==> src/rtl/ahb2apb_bridge_pkg.sv <==
// Shared types and constants for the AHB-Lite to APB3 bridge.
package ahb2apb_bridge_pkg;

   typedef enum logic [2:0] {
      StIdle,
      StLatch,
      StSetup,
      StAccess,
      StDone,
      StErr1,
      StErr2
   } state_e;

   localparam logic [1:0] HrespOkay  = 2'b00;
   localparam logic [1:0] HrespError = 2'b01;

   // Peripheral window index lives in haddr[18:16], 64KB per peripheral.
   localparam int unsigned WinLsb = 16;
   localparam int unsigned WinW   = 3;

   function automatic logic [WinW-1:0] win_idx(input logic [31:0] addr);
      return addr[WinLsb +: WinW];
   endfunction

endpackage

==> src/rtl/ahb2apb_bridge_if.sv <==
// Fabric-side AHB-Lite port s2 plus the APB3 peripheral bus of the bridge.
interface ahb2apb_bridge_if #(
   parameter int unsigned NUM_SLV = 8
);
   logic                   hsel_s2;
   logic [31:0]            haddr_s2;
   logic                   hwrite_s2;
   logic [31:0]            hwdata_s2;
   logic                   hready_s2;
   logic [1:0]             hresp_s2;
   logic [31:0]            hrdata_s2;
   logic [31:0]            paddr;
   logic                   pwrite;
   logic [31:0]            pwdata;
   logic [NUM_SLV-1:0]     psel;
   logic                   penable;
   logic [NUM_SLV*32-1:0]  prdata;
   logic [NUM_SLV-1:0]     pready;
   logic [NUM_SLV-1:0]     pslverr;

   // Bridge view: AHB slave, APB master.
   modport slave (
      input  hsel_s2, haddr_s2, hwrite_s2, hwdata_s2, prdata, pready, pslverr,
      output hready_s2, hresp_s2, hrdata_s2, paddr, pwrite, pwdata, psel, penable
   );

   // Environment view: fabric master and the peripherals.
   modport master (
      output hsel_s2, haddr_s2, hwrite_s2, hwdata_s2, prdata, pready, pslverr,
      input  hready_s2, hresp_s2, hrdata_s2, paddr, pwrite, pwdata, psel, penable
   );

endinterface

==> src/rtl/ahb2apb_bridge_timeout_cnt.sv <==
// Counts ACCESS cycles with pready low and flags a hung peripheral.
module ahb2apb_bridge_timeout_cnt #(
   parameter int unsigned TIMEOUT = 256
) (
   input  logic pll_core_cpuclk,
   input  logic pad_cpu_rst_b,
   input  logic clear_i,
   input  logic enable_i,
   output logic expire_o
);

   localparam int unsigned     CntW    = (TIMEOUT == 0) ? 1 : $clog2(TIMEOUT + 1);
   localparam logic [CntW-1:0] CntMax  = CntW'(TIMEOUT);
   localparam logic [CntW-1:0] CntLast = CntW'((TIMEOUT == 0) ? 0 : TIMEOUT - 1);
   localparam bit              Enabled = (TIMEOUT != 0);

   logic [CntW-1:0] cnt_q, cnt_d;

   // Clear on ACCESS entry, count stalled cycles, saturate at TIMEOUT.
   always_comb begin
      cnt_d = cnt_q;
      if (clear_i) begin
         cnt_d = '0;
      end else if (enable_i && (cnt_q != CntMax)) begin
         cnt_d = cnt_q + CntW'(1);
      end
   end

   // Counter register.
   always_ff @(posedge pll_core_cpuclk or negedge pad_cpu_rst_b) begin
      if (!pad_cpu_rst_b) begin
         cnt_q <= '0;
      end else begin
         cnt_q <= cnt_d;
      end
   end

   // The stalled cycle being counted now is the TIMEOUT-th one.
   assign expire_o = Enabled && enable_i && (cnt_q >= CntLast);

endmodule

==> src/rtl/ahb2apb_bridge.sv <==
// AHB-Lite slave on fabric port s2 turning each transfer into one APB3 transfer.
module ahb2apb_bridge
   import ahb2apb_bridge_pkg::*;
#(
   parameter int unsigned NUM_SLV = 8,  // 1..8
   parameter int unsigned TIMEOUT = 256 // 0 disables the hung-peripheral timeout
) (
   input logic             pll_core_cpuclk,
   input logic             pad_cpu_rst_b,
   ahb2apb_bridge_if.slave bus
);

   state_e              state_q, state_d;
   logic [WinW-1:0]     idx_q, idx_d;
   logic                hready_q, hready_d;
   logic [1:0]          hresp_q, hresp_d;
   logic [31:0]         hrdata_q, hrdata_d;
   logic [31:0]         paddr_q, paddr_d;
   logic                pwrite_q, pwrite_d;
   logic [31:0]         pwdata_q, pwdata_d;
   logic [NUM_SLV-1:0]  psel_q, psel_d;
   logic                penable_q, penable_d;

   logic                sel_ready, sel_err, tmo_expire;
   logic [31:0]         sel_rdata;

   // Pick the response of the addressed peripheral; the others are ignored.
   always_comb begin
      sel_ready = 1'b0;
      sel_err   = 1'b0;
      sel_rdata = '0;
      for (int i = 0; i < NUM_SLV; i++) begin
         if (idx_q == WinW'(i)) begin
            sel_ready = bus.pready[i];
            sel_err   = bus.pslverr[i];
            sel_rdata = bus.prdata[32*i +: 32];
         end
      end
   end

   ahb2apb_bridge_timeout_cnt #(
      .TIMEOUT (TIMEOUT)
   ) u_timeout_cnt (
      .pll_core_cpuclk (pll_core_cpuclk),
      .pad_cpu_rst_b   (pad_cpu_rst_b),
      .clear_i         (state_q == StSetup),
      .enable_i        ((state_q == StAccess) && !sel_ready),
      .expire_o        (tmo_expire)
   );

   // Next state and next registered outputs of the bridge FSM.
   always_comb begin
      state_d   = state_q;
      idx_d     = idx_q;
      hready_d  = hready_q;
      hresp_d   = hresp_q;
      hrdata_d  = hrdata_q;
      paddr_d   = paddr_q;
      pwrite_d  = pwrite_q;
      pwdata_d  = pwdata_q;
      psel_d    = psel_q;
      penable_d = penable_q;
      unique case (state_q)
         // DONE and ERR2 accept a new transfer exactly like IDLE does.
         StIdle, StDone, StErr2: begin
            state_d  = StIdle;
            hready_d = 1'b1;
            hresp_d  = HrespOkay;
            if (bus.hsel_s2) begin
               state_d  = StLatch;
               hready_d = 1'b0;
               idx_d    = win_idx(bus.haddr_s2);
               paddr_d  = {16'b0, bus.haddr_s2[15:0]};
               pwrite_d = bus.hwrite_s2;
            end
         end
         StLatch: begin
            pwdata_d = bus.hwdata_s2;
            if (32'(idx_q) >= NUM_SLV) begin
               state_d = StErr1;
               hresp_d = HrespError;
            end else begin
               state_d = StSetup;
               psel_d  = NUM_SLV'(1) << idx_q;
            end
         end
         StSetup: begin
            state_d   = StAccess;
            penable_d = 1'b1;
         end
         StAccess: begin
            if (sel_ready) begin
               psel_d    = '0;
               penable_d = 1'b0;
               if (!pwrite_q) begin
                  hrdata_d = sel_rdata;
               end
               if (sel_err) begin
                  state_d = StErr1;
                  hresp_d = HrespError;
               end else begin
                  state_d  = StDone;
                  hready_d = 1'b1;
               end
            end else if (tmo_expire) begin
               psel_d    = '0;
               penable_d = 1'b0;
               state_d   = StErr1;
               hresp_d   = HrespError;
            end
         end
         StErr1: begin
            state_d  = StErr2;
            hready_d = 1'b1;
         end
         default: begin
            state_d  = StIdle;
            hready_d = 1'b1;
            hresp_d  = HrespOkay;
            psel_d   = '0;
            penable_d = 1'b0;
         end
      endcase
   end

   // State and output registers; reset aborts any transfer in flight.
   always_ff @(posedge pll_core_cpuclk or negedge pad_cpu_rst_b) begin
      if (!pad_cpu_rst_b) begin
         state_q   <= StIdle;
         idx_q     <= '0;
         hready_q  <= 1'b1;
         hresp_q   <= HrespOkay;
         hrdata_q  <= '0;
         paddr_q   <= '0;
         pwrite_q  <= 1'b0;
         pwdata_q  <= '0;
         psel_q    <= '0;
         penable_q <= 1'b0;
      end else begin
         state_q   <= state_d;
         idx_q     <= idx_d;
         hready_q  <= hready_d;
         hresp_q   <= hresp_d;
         hrdata_q  <= hrdata_d;
         paddr_q   <= paddr_d;
         pwrite_q  <= pwrite_d;
         pwdata_q  <= pwdata_d;
         psel_q    <= psel_d;
         penable_q <= penable_d;
      end
   end

   assign bus.hready_s2 = hready_q;
   assign bus.hresp_s2  = hresp_q;
   assign bus.hrdata_s2 = hrdata_q;
   assign bus.paddr     = paddr_q;
   assign bus.pwrite    = pwrite_q;
   assign bus.pwdata    = pwdata_q;
   assign bus.psel      = psel_q;
   assign bus.penable   = penable_q;

`ifndef SYNTHESIS
   // The fabric never selects us while a transfer is still in flight.
   logic busy;
   assign busy = state_q inside {StLatch, StSetup, StAccess, StErr1};
   hsel_when_busy_a: assert property (@(posedge pll_core_cpuclk) disable iff (!pad_cpu_rst_b)
      !(bus.hsel_s2 && busy));
`endif

endmodule

==> src/flat_wrapper.sv <==
// flat-port wrapper written by rule: the top's interface ports become plain ports
module ahb2apb_bridge_flat import ahb2apb_bridge_pkg::*;
#(
   parameter int unsigned NUM_SLV = 8,         
   parameter int unsigned TIMEOUT = 256                                          
)
  (pll_core_cpuclk, pad_cpu_rst_b, bus_hsel_s2, bus_haddr_s2, bus_hwrite_s2, bus_hwdata_s2, bus_prdata, bus_pready, bus_pslverr, bus_hready_s2, bus_hresp_s2, bus_hrdata_s2, bus_paddr, bus_pwrite, bus_pwdata, bus_psel, bus_penable);
  ahb2apb_bridge_if #(.NUM_SLV(NUM_SLV)) bus_i ();
  input logic pll_core_cpuclk;
  input logic pad_cpu_rst_b;
  input wire logic [$bits(bus_i.hsel_s2)-1:0] bus_hsel_s2;
  input wire logic [$bits(bus_i.haddr_s2)-1:0] bus_haddr_s2;
  input wire logic [$bits(bus_i.hwrite_s2)-1:0] bus_hwrite_s2;
  input wire logic [$bits(bus_i.hwdata_s2)-1:0] bus_hwdata_s2;
  input wire logic [$bits(bus_i.prdata)-1:0] bus_prdata;
  input wire logic [$bits(bus_i.pready)-1:0] bus_pready;
  input wire logic [$bits(bus_i.pslverr)-1:0] bus_pslverr;
  output wire logic [$bits(bus_i.hready_s2)-1:0] bus_hready_s2;
  output wire logic [$bits(bus_i.hresp_s2)-1:0] bus_hresp_s2;
  output wire logic [$bits(bus_i.hrdata_s2)-1:0] bus_hrdata_s2;
  output wire logic [$bits(bus_i.paddr)-1:0] bus_paddr;
  output wire logic [$bits(bus_i.pwrite)-1:0] bus_pwrite;
  output wire logic [$bits(bus_i.pwdata)-1:0] bus_pwdata;
  output wire logic [$bits(bus_i.psel)-1:0] bus_psel;
  output wire logic [$bits(bus_i.penable)-1:0] bus_penable;
  assign bus_i.hsel_s2 = bus_hsel_s2;
  assign bus_i.haddr_s2 = bus_haddr_s2;
  assign bus_i.hwrite_s2 = bus_hwrite_s2;
  assign bus_i.hwdata_s2 = bus_hwdata_s2;
  assign bus_i.prdata = bus_prdata;
  assign bus_i.pready = bus_pready;
  assign bus_i.pslverr = bus_pslverr;
  assign bus_hready_s2 = bus_i.hready_s2;
  assign bus_hresp_s2 = bus_i.hresp_s2;
  assign bus_hrdata_s2 = bus_i.hrdata_s2;
  assign bus_paddr = bus_i.paddr;
  assign bus_pwrite = bus_i.pwrite;
  assign bus_pwdata = bus_i.pwdata;
  assign bus_psel = bus_i.psel;
  assign bus_penable = bus_i.penable;
  ahb2apb_bridge #(.NUM_SLV(NUM_SLV), .TIMEOUT(TIMEOUT)) u_core (.pll_core_cpuclk(pll_core_cpuclk), .pad_cpu_rst_b(pad_cpu_rst_b), .bus(bus_i));
endmodule
==> config.mk <==
export PLATFORM = sky130hd
export DESIGN_NAME = ahb2apb_bridge_flat
export DESIGN_NICKNAME = d
export VERILOG_FILES = /design/src/rtl/ahb2apb_bridge_pkg.sv /design/src/rtl/ahb2apb_bridge_if.sv /design/src/rtl/ahb2apb_bridge_timeout_cnt.sv /design/src/rtl/ahb2apb_bridge.sv /design/src/flat_wrapper.sv
export SDC_FILE = /design/constraint.sdc
export NUM_CORES = 1
export LEC_CHECK = 0
export BUFFER_PORTS_ARGS = -buffer_cell sky130_fd_sc_hd__buf_2
export CORE_AREA = 2 2 175 177
export DETAILED_ROUTE_END_ITERATION = 10
export DIE_AREA = 0 0 177 179
export PLACE_DENSITY = 0.51
export REMOVE_ABC_BUFFERS = 1
export SLEW_MARGIN = 5
export SYNTH_ARGS = -nofsm -noshare
export SYNTH_HDL_FRONTEND = slang
export SYNTH_SLANG_ARGS = --single-unit
==> constraint.sdc <==
create_clock -name pll_core_cpuclk -period 2.3 [get_ports pll_core_cpuclk]
set_input_delay 0.23 -clock pll_core_cpuclk [delete_from_list [all_inputs] [get_ports pll_core_cpuclk]]
set_output_delay 0.23 -clock pll_core_cpuclk [all_outputs]
set_load 0.005 [all_outputs]
==> results of run 1 <==
[cells in the final DEF (no fill, tap or decap), drive strengths merged, types with 2 or more instances in the layout]
master | synthesis | final
mux2 | 51 | 51
nor3 | 5 | 5
dfrtp | 106 | 106
mux2i | 17 | 17
nor2b | 4 | 4
nand2b | 4 | 4
a22o | 5 | 5
clkinv | 0 | 3
a32o | 4 | 4
nor2 | 9 | 9
inv | 5 | 9
nand4 | 3 | 3
conb | 1 | 17
and3 | 4 | 4
o21ai | 53 | 53
a21boi | 2 | 2
or3 | 2 | 2
nand3 | 7 | 7
o211ai | 11 | 11
a22oi | 12 | 12
clkbuf | 25 | 9
diode | 0 | 10
o2bb2ai | 12 | 12
ha | 3 | 3
buf | 49 | 445
o22ai | 22 | 22
nand2 | 190 | 190
o221ai | 22 | 22
o32ai | 10 | 10
mux4 | 23 | 23
a21oi | 15 | 15
[through the flow]
stage          std cells  worst slack (ps)  hold slack, ps  instance area, um^2
6_report            1499               155            57.7                 9520
5_1_grt             1496              2.26            57.9                 9520
4_1_cts             1489               134            38.6                 9490
3_5_place_dp        1472               155             287                 9170
3_3_place_gp        1472               184             286                 9170
2_1_floorplan        631             -2160           -65.6                 6280
[flip-flops by register name (all words and copies together) (netlist names), 3 cells and up]
name,flops
u_core.bus.hrdata_s2,32
u_core.bus.paddr,16
u_core.bus.psel,8
u_core.bus.pwdata,32
u_core.idx_q,3
u_core.state_q,3
u_core.u_timeout_cnt.cnt_q,9
[cell families (layout without fill, tap and decap cells)]
kind of cell | Yosys count | count (layout) | share of synthesized area, %
AOI/OAI and AO/OA | 174 | 174 | 18.8
xor gates and xnor gates | 1 | 1 | 0.132
adders and majority gates | 3 | 3 | 0.567
buffers and inverters | 79 | 467 | 6.38
DFF | 107 | 107 | 40.4
muxes | 91 | 91 | 19.1
other | 1 | 27 | 0.0566
and+or+nand+nor | 233 | 233 | 14.5
[cell usage after synthesis (4+ instances only)]
| cell type | number | area share (%) |
|---|---|---|
| o21ai_2 | 11 | 1.5 |
| buf_4 | 20 | 2.3 |
| buf_2 | 17 | 1.3 |
| a32o_1 | 4 | 0.60 |
| o22ai_1 | 22 | 2.1 |
| o21ai_0 | 20 | 1.5 |
| a21oi_1 | 15 | 1.1 |
| mux2_2 | 51 | 8.7 |
| a22o_1 | 5 | 0.66 |
| mux2i_1 | 17 | 2.6 |
| mux4_2 | 23 | 7.8 |
| nor3_1 | 4 | 0.30 |
| o32ai_1 | 10 | 1.3 |
| inv_1 | 5 | 0.28 |
| o221ai_1 | 22 | 2.9 |
| dfrtp_1 | 106 | 40 |
| nand2b_1 | 4 | 0.38 |
| o211ai_1 | 10 | 1.1 |
| clkbuf_1 | 25 | 1.4 |
| buf_6 | 4 | 0.68 |
| o2bb2ai_1 | 11 | 1.5 |
| nand3_1 | 6 | 0.45 |
| o21ai_1 | 22 | 1.7 |
| nor2_1 | 9 | 0.51 |
| nand2_1 | 190 | 11 |
| buf_1 | 8 | 0.45 |
| a22oi_1 | 11 | 1.2 |
| and3_1 | 4 | 0.38 |
[routing by layer]
metal | track usage [%] | vias up | share of wire [%]
met4 | 6.44 | 6 | 2.0
met3 | 4.20 | 33 | 7.9
met1 | 20.5 | 3194 | 41
met2 | 28.1 | 297 | 49
li1 | - | 3308 | -
met5 | 0 | - | 0.14
[final timing paths]
path	slack [ps]	endpoint
hold reg to reg	470	u_core.bus.pwdata[30]$_DFFE_PN0P_
setup reg to reg	160	u_core.bus.hrdata_s2[24]$_DFFE_PN0P_
hold / removal	60	u_core.bus.pwdata[18]$_DFFE_PN0P_
min in group asynchronous	420	u_core.bus.hrdata_s2[7]$_DFFE_PN0P_
setup / recovery	160	u_core.bus.hrdata_s2[24]$_DFFE_PN0P_
max in group asynchronous	1170	u_core.bus.hready_s2$_DFFE_PN1P_
[power breakdown]
part	switching [uW]	internal [uW]	leakage [uW]
combinational	3430	2940	0.00325
clock	880	793	0.000153
sequential	541	2740	0.00134
[worst reg2reg max path, stage by stage (launching register included)]
cell and delay (ps):
dfrtp_4 560, nand4b_1 190, nand2_1 150, o21bai_2 130, a2111o_2 510, buf_12 190
nand2_1 200, o21ai_1 70
[layout make-up]
class / instances / area, um^2 / area share, %
repair buffers: 446 / 2380 / 25.0
diodes: 10 / 25.0 / 0.263
inverters: 5 / 18.8 / 0.197
clock inverters: 7 / 88.8 / 0.933
multi-input cells: 519 / 3600 / 37.8
well taps: 396 / 495 / 5.20
flip-flops and latches: 107 / 2690 / 28.2
clock buffers: 9 / 225 / 2.36
[what timing repair did]
item,4_1_cts,5_1_grt
hold endpoints to repair,36,0
hold buffers,1,0
resized for setup,0,1
endpoints found under the setup margin,0,8
==> results.cfg, run 1 <==
[outcome]
status = finished, final reports clean

[worst_setup_path]
crit_type = flop to flop
critPathTopFamily = compound AO/OA/AOI/OAI gates
critical_path.max_stage_delay_ps = 560
path_depth = 7
crit_required_ps = 2530
rr_worst_depth = 7
worstPathArrival_ps = 2380
critPathLaunchType = flop
critPathBufInv = 1
path_max_fanout = 64
critPathCaptureType = flop
setup.worst_path.start = u_core.idx_q[2]$_DFFE_PN0P_
path_cells = nand4b_1, nand2_1, o21bai_2, a2111o_2, buf_12, nand2_1, o21ai_1
critical_path.slowest_cell = dfrtp_4
r2r_start = u_core.idx_q[2]$_DFFE_PN0P_
crit_top_cell = nand2_1

[placed_design]
io_buffers = 418
gp_congestion = 0.799
dp_hpwl_mm = 22.0

[route]
drt-vias-per-instance = 4.56
drtIter0Drc = 212
wl_per_cell_um = 18.3
dr_total_vias = 6838
postRouteAntennaNets = 0
wl_mm = 27.4
first_pass_iters = 5
drc = 0

[clocking]
clockBufferDepth = 2
cts_buffers = 9
clock_latency_ps = 360
tritoncts = yes
clock_sinks = 107
root_buffer = clkbuf_16
cts_max_level = 3
postCtsSetupBuffers = 0
clkTransAtPathRegs_ps = 90

[flow_run]
max-cap-violations = 0

[worst_hold_path]
min_path_type = input port to flop
min_delay_path_depth = 3
hp-start = bus_hwdata_s2[18]

[final_layout]
synthToLayoutAreaGrowth_pct = 43.7
fillCellCount = 3230
finalNetCount = 1431
post-route-util_pct = 31.7
drive_gt1_share_pct = 51.2

[logic_synthesis]
ys_ff_latch = 107
ys_seq_area_share_pct = 40.4
async_flop_share_pct = 100
synth-edff-count = 0
synth_cell_types = 53
synthFlopType = dfrtp_1
avgSynthCellArea_um2 = 9.62
yosysWarnings = 0
syn_inst = 689
syn-cell-area_um2 = 6630

[power_and_ir_drop]
p_leak_uw = 0.00474
finalPower_uw = 11300
ir_drop_uv = 514
powerDensity_nw_per_um2 = 1190

[die]
die-area_um2 = 31700
row_count = 64
io_pins = 449
core_area_um2 = 30000
dieHeight_um = 179
dieWidth_um = 177
initial_core_util_pct = 22.1

[timing]
finalClockSkew_ps = 11.2
slew_headroom_pct = 60.0
hold_viol = 0
final_max_slew_viol_count = 0
period_needed_ps = 2140
fmax_mhz = 466
rsz0062_at_grt = no
setup_viol = 0
worstMarginPinSlew_ps = 600
fin_crit_sh_pct = 93.3
tns_ps = 0

[global_routing]
grt.total_usage_pct = 16.7
gr-total-overflow = 0
grt_pass1_vias = 6518
grt_pass1_wl_mm = 39.6
antenna_found_initial = 15
grt_max_degree = 65
Power figures use the tool's default switching activity.
==> inputs of run 2 (changes only) <==
--- a/config.mk
+++ b/config.mk
@@ -5,7 +5,7 @@
 export SDC_FILE = /design/constraint.sdc
 export NUM_CORES = 1
 export LEC_CHECK = 0
-export BUFFER_PORTS_ARGS = -buffer_cell sky130_fd_sc_hd__buf_2
+export BUFFER_PORTS_ARGS = -buffer_cell sky130_fd_sc_hd__buf_4
 export CORE_AREA = 2 2 175 177
 export DETAILED_ROUTE_END_ITERATION = 10
 export DIE_AREA = 0 0 177 179
==> constraint.sdc (replaced) <==
create_clock -name pll_core_cpuclk -period 2.3 [get_ports pll_core_cpuclk]
set_input_delay 0.115 -clock pll_core_cpuclk [delete_from_list [all_inputs] [get_ports pll_core_cpuclk]]
set_output_delay 0.115 -clock pll_core_cpuclk [all_outputs]
set_load 0.005 [all_outputs]
==> results.cfg, run 2 (same netlist as run 1, synthesis figures left out) <==
[timing]
final_max_slew_viol_count = 0
period_needed_ps = 2120
worstMarginPinSlew_ps = 562
slew_headroom_pct = 62.6
finalClockSkew_ps = 12.5
fin_crit_sh_pct = 92.1
tns_ps = 0
timing.final.ws_setup_ps = 183
setup_viol = 0
fmax_mhz = 472
hold_viol = 0
rsz0062_at_grt = no

[route]
postRouteAntennaNets = 0
drt-vias-per-instance = 4.58
drtIter0Drc = 263
wl_mm = 28.9
dr_total_vias = 7066
first_pass_iters = 5
wl_per_cell_um = 18.7
drc = 0

[final_layout]
finalNetCount = 1482
synthToLayoutAreaGrowth_pct = 67.4
layout_commonest_cell = buf_4
final_cell_mix = 436 x buf_4, 190 x nand2_1, 103 x dfrtp_1, 54 x dlygate4sd3_1, 51 x mux2_2
post-route-util_pct = 36.9
drive_gt1_share_pct = 48.9

[global_routing]
gr-total-overflow = 0
grt_pass1_wl_mm = 41.8
antenna_found_initial = 3
grt.total_usage_pct = 17.5
grt_pass1_vias = 6927
grt_max_degree = 65

[power_and_ir_drop]
powerDensity_nw_per_um2 = 1090
ir_drop_uv = 435
p_int_uw = 7080
netSwitchingPower_uw = 4980
seq_power_share_pct = 27.9
p_comb_share_pct = 58.1
switching_share_pct = 41.3
p_leak_uw = 0.00529
clkPwrFrac_pct = 14.0

[worst_setup_path]
rr_worst_depth = 7
crit_required_ps = 2550
critPathLaunchType = flop
r2r_start = u_core.idx_q[0]$_DFFE_PN0P_
worstPathArrival_ps = 2370
crit_type = flop to flop
path_max_fanout = 64
setup.worst_path.start = u_core.idx_q[0]$_DFFE_PN0P_
critPathCaptureType = flop
endpoint = u_core.bus.hrdata_s2[19]$_DFFE_PN0P_
reg2reg_to = u_core.bus.hrdata_s2[19]$_DFFE_PN0P_
rrSetupSlack_ps = 180

[clocking]
tritoncts = yes
clock_latency_ps = 360
clock_sinks = 107
root_buffer = clkbuf_16
cts_buffers = 9
clkTransAtPathRegs_ps = 90
postCtsSetupBuffers = 0
cts_max_level = 3
clockBufferDepth = 2

[placed_design]
gp_congestion = 0.829
dp_hpwl_mm = 22.7
dp_slack_ps = 38.2
io_buffers = 418

[die]
die-area_um2 = 31700
core_area_um2 = 30000
row_count = 64
io_pins = 449
dieHeight_um = 179
dieWidth_um = 177
initial_core_util_pct = 22.1

[outcome]
status = finished, final reports clean

[worst_hold_path]
min_path_type = input port to flop

[flow_run]
max-cap-violations = 0
==> run 2: cell count changes in the layout (fill, tap and decap cells not counted), moves of 7 or more <==
cell           change
buf_2            -417
buf_4            +414
dlygate4sd3_1     +53
diode_2            -7
==> run 2: metal layers <==
metal | share of wire [%] | global-route usage [%]
met3 | 7.9 | 4.64
met5 | 0 | 0
met1 | 40 | 21.1
met4 | 2.1 | 6.06
met2 | 50 | 30.1
==> run 2: per-stage QoR <==
stage | power (uW) | instance area, um^2 | instances | hold slack [ps]
6_report | 12100 | 11100 | 1543 | 30.8
5_1_grt | 13100 | 11100 | 1542 | 27.3
4_1_cts | 12200 | 11100 | 1540 | 17.3
3_5_place_dp | 10400 | 10200 | 1470 | 138
3_3_place_gp | 10300 | 10200 | 1470 | 144
2_1_floorplan | 7200 | 6280 | 631 | -181
==> run 2: cell type report <==
cell class	instances	area [um^2]
Fill cell	3044	18900
Timing Repair Buffer	497	3950
Multi-Input combinational cell	519	3610
Sequential cell	107	2690
Tap cell	396	495
Clock buffer	9	225
Clock inverter	7	88.8
Inverter	5	18.8
Antenna cell	3	7.51
==> run 2: worst min path at each step <==
stage                                                      end       startpoint  cells past startpoint
after floorplan            u_core.bus.hrdata_s2[0]$_DFFE_PN0P_    pad_cpu_rst_b                      0
after global placement       u_core.bus.pwdata[31]$_DFFE_PN0P_    pad_cpu_rst_b                      1
after detailed placement     u_core.bus.pwdata[31]$_DFFE_PN0P_    pad_cpu_rst_b                      1
after CTS                 u_core.bus.hrdata_s2[20]$_DFFE_PN0P_  bus_prdata[244]                      3
after global routing      u_core.bus.hrdata_s2[15]$_DFFE_PN0P_  bus_prdata[239]                      3
final                      u_core.bus.hrdata_s2[4]$_DFFE_PN0P_  bus_prdata[228]                      3
==> run 2: critical path: stages, from the launching register on <==
cell       delay [ps]
dfrtp_4           590
mux2i_1           160
o2bb2ai_2         190
o21bai_2          130
a2111o_2          510
buf_12            220
nand2_1           130
o21ai_2            50
==> run 2: what timing repair did <==
action | CTS | global route
endpoints found under the setup margin | 0 | 9
gates resized for setup | 0 | 3
hold endpoints to repair | 89 | 0
hold buffers | 54 | 0
==> run 2: power by group through the flow <==
stage	Combinational (uW)	Clock (uW)	Sequential [uW]
6_report	7010	1690	3360
5_1_grt	7730	1830	3490
4_1_cts	7040	1750	3360
3_5_place_dp	6960	0	3390
3_3_place_gp	6950	0	3370
2_1_floorplan	3400	0	3800
==> inputs of run 3 (changes only) <==
==> constraint.sdc (replaced) <==
create_clock -name pll_core_cpuclk -period 1.96 [get_ports pll_core_cpuclk]
set_input_delay 0.098 -clock pll_core_cpuclk [delete_from_list [all_inputs] [get_ports pll_core_cpuclk]]
set_output_delay 0.098 -clock pll_core_cpuclk [all_outputs]
set_load 0.005 [all_outputs]
==> results.cfg, run 3 (same netlist as run 1, synthesis figures left out) <==
[final_layout]
final_cell_mix = 469 x buf_4, 185 x nand2_1, 103 x dfrtp_1, 54 x dlygate4sd3_1, 51 x mux2_2
synthToLayoutAreaGrowth_pct = 73.3
drive_gt1_share_pct = 51.6
fin_area_um2 = 11500
finalNetCount = 1522
layout_commonest_cell = buf_4
antenna_cells = 0
post_layout_nonfiller_instances = 1580
post-route-util_pct = 38.2

[power_and_ir_drop]
p_leak_uw = 0.00551
ir_drop_uv = 677
powerDensity_nw_per_um2 = 1290

[worst_setup_path]
critPathLaunchType = flop
rr_worst_depth = 10
reg2reg_to = u_core.bus.psel[1]$_DFFE_PN0P_
worstPathArrival_ps = 2210
r2r_start = u_core.u_timeout_cnt.cnt_q[6]$_DFFE_PN0P_
critPathCaptureType = flop
crit_type = flop to flop
crit_required_ps = 2210
path_max_fanout = 8
rrSetupSlack_ps = 0.6

[route]
drtIter0Drc = 307
wl_mm = 29.4
drc = 0
first_pass_iters = 5
dr_total_vias = 7128
postRouteAntennaNets = 0
wl_per_cell_um = 18.6
drt-vias-per-instance = 4.51

[die]
io_pins = 449
initial_core_util_pct = 22.1
row_count = 64
core_area_um2 = 30000
dieWidth_um = 177
die-area_um2 = 31700
dieHeight_um = 179

[global_routing]
antenna_found_initial = 1
grt.total_usage_pct = 17.9
grt_pass1_vias = 7138
gr-total-overflow = 0
grt_max_degree = 56
grt_pass1_wl_mm = 42.7

[clocking]
clockBufferDepth = 2
tritoncts = yes
clock_sinks = 107
clkTransAtPathRegs_ps = 90
cts_buffers = 9
cts_max_level = 3
clock_latency_ps = 370
root_buffer = clkbuf_16

[timing]
final_max_slew_viol_count = 0
setup_viol = 0
hold_slack_ps = 12.1
period_needed_ps = 1960
hold_viol = 0
worstMarginPinSlew_ps = 551
tns_ps = 0
finalClockSkew_ps = 16.0
slew_headroom_pct = 63.3
fin_crit_sh_pct = 100
rsz0062_at_grt = yes
fmax_mhz = 510

[placed_design]
dp_hpwl_mm = 23.2
placed_area_um2 = 10500
gp_congestion = 0.805
dpl.cell_count = 1506
io_buffers = 418

[worst_hold_path]
hp-start = bus_prdata[244]
min_delay_path_depth = 3
min_path_type = input port to flop
holdPathEnd = u_core.bus.hrdata_s2[20]$_DFFE_PN0P_

[flow_run]
max-cap-violations = 0

[outcome]
status = finished, final reports clean
==> run 3: cell types whose count changed in the layout (fill, tap and decap cells not counted), moves of 3 or more <==
| cell | previous run | this run |
|---|---|---|
| buf_4 | 436 | 469 |
| diode_2 | 3 | 0 |
| buf_12 | 7 | 12 |
| nand2_2 | 0 | 5 |
| nand2_1 | 190 | 185 |
==> run 3: area by class of cell <==
class                           instances  area (um^2)
Tap cell                              396          495
Clock inverter                          7         91.3
Inverter                                5         18.8
Clock buffer                            9          225
Fill cell                            3054        18500
Multi-Input combinational cell        519         3640
Sequential cell                       107         2690
Timing Repair Buffer                  537         4320
==> run 3: where the power goes <==
group	switching, uW	total, uW	internal [uW]
Sequential	614	3830	3210
Clock	1050	1980	931
Combinational	4310	9000	4700
Total	5980	14800	8840
==> run 3: metrics by stage <==
| step | setup slack (ps) | power (uW) |
|---|---|---|
| detailed placement | -90.8 | 12800 |
| finish | 0.569 | 14800 |
| global route | -125 | 16000 |
| global placement | -85.6 | 12700 |
| floorplan | -2500 | 8430 |
| CTS | -3.33 | 15000 |
==> run 3: metal layers <==
| layer | global-route usage [%] | routed length [um] | up-vias | part of all wire [%] |
|---|---|---|---|---|
| met5 | 0 | 0 | - | 0 |
| met4 | 3.27 | 327 | 0 | 1.1 |
| met3 | 4.41 | 2050 | 18 | 7.0 |
| met2 | 32.1 | 15000 | 297 | 51 |
| met1 | 21.8 | 12000 | 3334 | 41 |
| li1 | - | - | 3479 | - |
==> run 3: worst max path at each step <==
| stage | start | endpoint | slack (ps) | depth (start not counted) |
|---|---|---|---|---|
| detailed placement | u_core.idx_q[0]$_DFFE_PN0P_ | u_core.bus.hrdata_s2[14]$_DFFE_PN0P_ | -90 | 5 |
| global route | u_core.u_timeout_cnt.cnt_q[6]$_DFFE_PN0P_ | u_core.bus.psel[0]$_DFFE_PN0P_ | -130 | 10 |
| finish | u_core.u_timeout_cnt.cnt_q[6]$_DFFE_PN0P_ | u_core.bus.psel[1]$_DFFE_PN0P_ | 0.6 | 10 |
| floorplan | u_core.idx_q[0]$_DFFE_PN0P_ | u_core.bus.hrdata_s2[13]$_DFFE_PN0P_ | -2500 | 5 |
| CTS | u_core.idx_q[0]$_DFFE_PN0P_ | u_core.bus.hrdata_s2[14]$_DFFE_PN0P_ | -3 | 6 |
| global placement | u_core.idx_q[0]$_DFFE_PN0P_ | u_core.bus.hrdata_s2[14]$_DFFE_PN0P_ | -90 | 5 |
==> run 3: what timing repair did <==
| action | in CTS | in global routing |
|---|---|---|
| resized for setup | 5 | 13 |
| hold endpoints to repair | 88 | 0 |
| pin swaps | 4 | 11 |
| setup endpoints to repair | 39 | 54 |
| hold buffers | 54 | 0 |
| buffers inserted | 1 | 3 |
==> run 3: critical path: stages, from the launching register on <==
cell,delay (ps)
dfrtp_1,370
and4_1,240
nand2_1,80
nor2_2,100
ha_2,180
a311oi_2,50
and2_1,180
a22oi_2,190
o211ai_2,100
buf_6,150
a22o_1,220
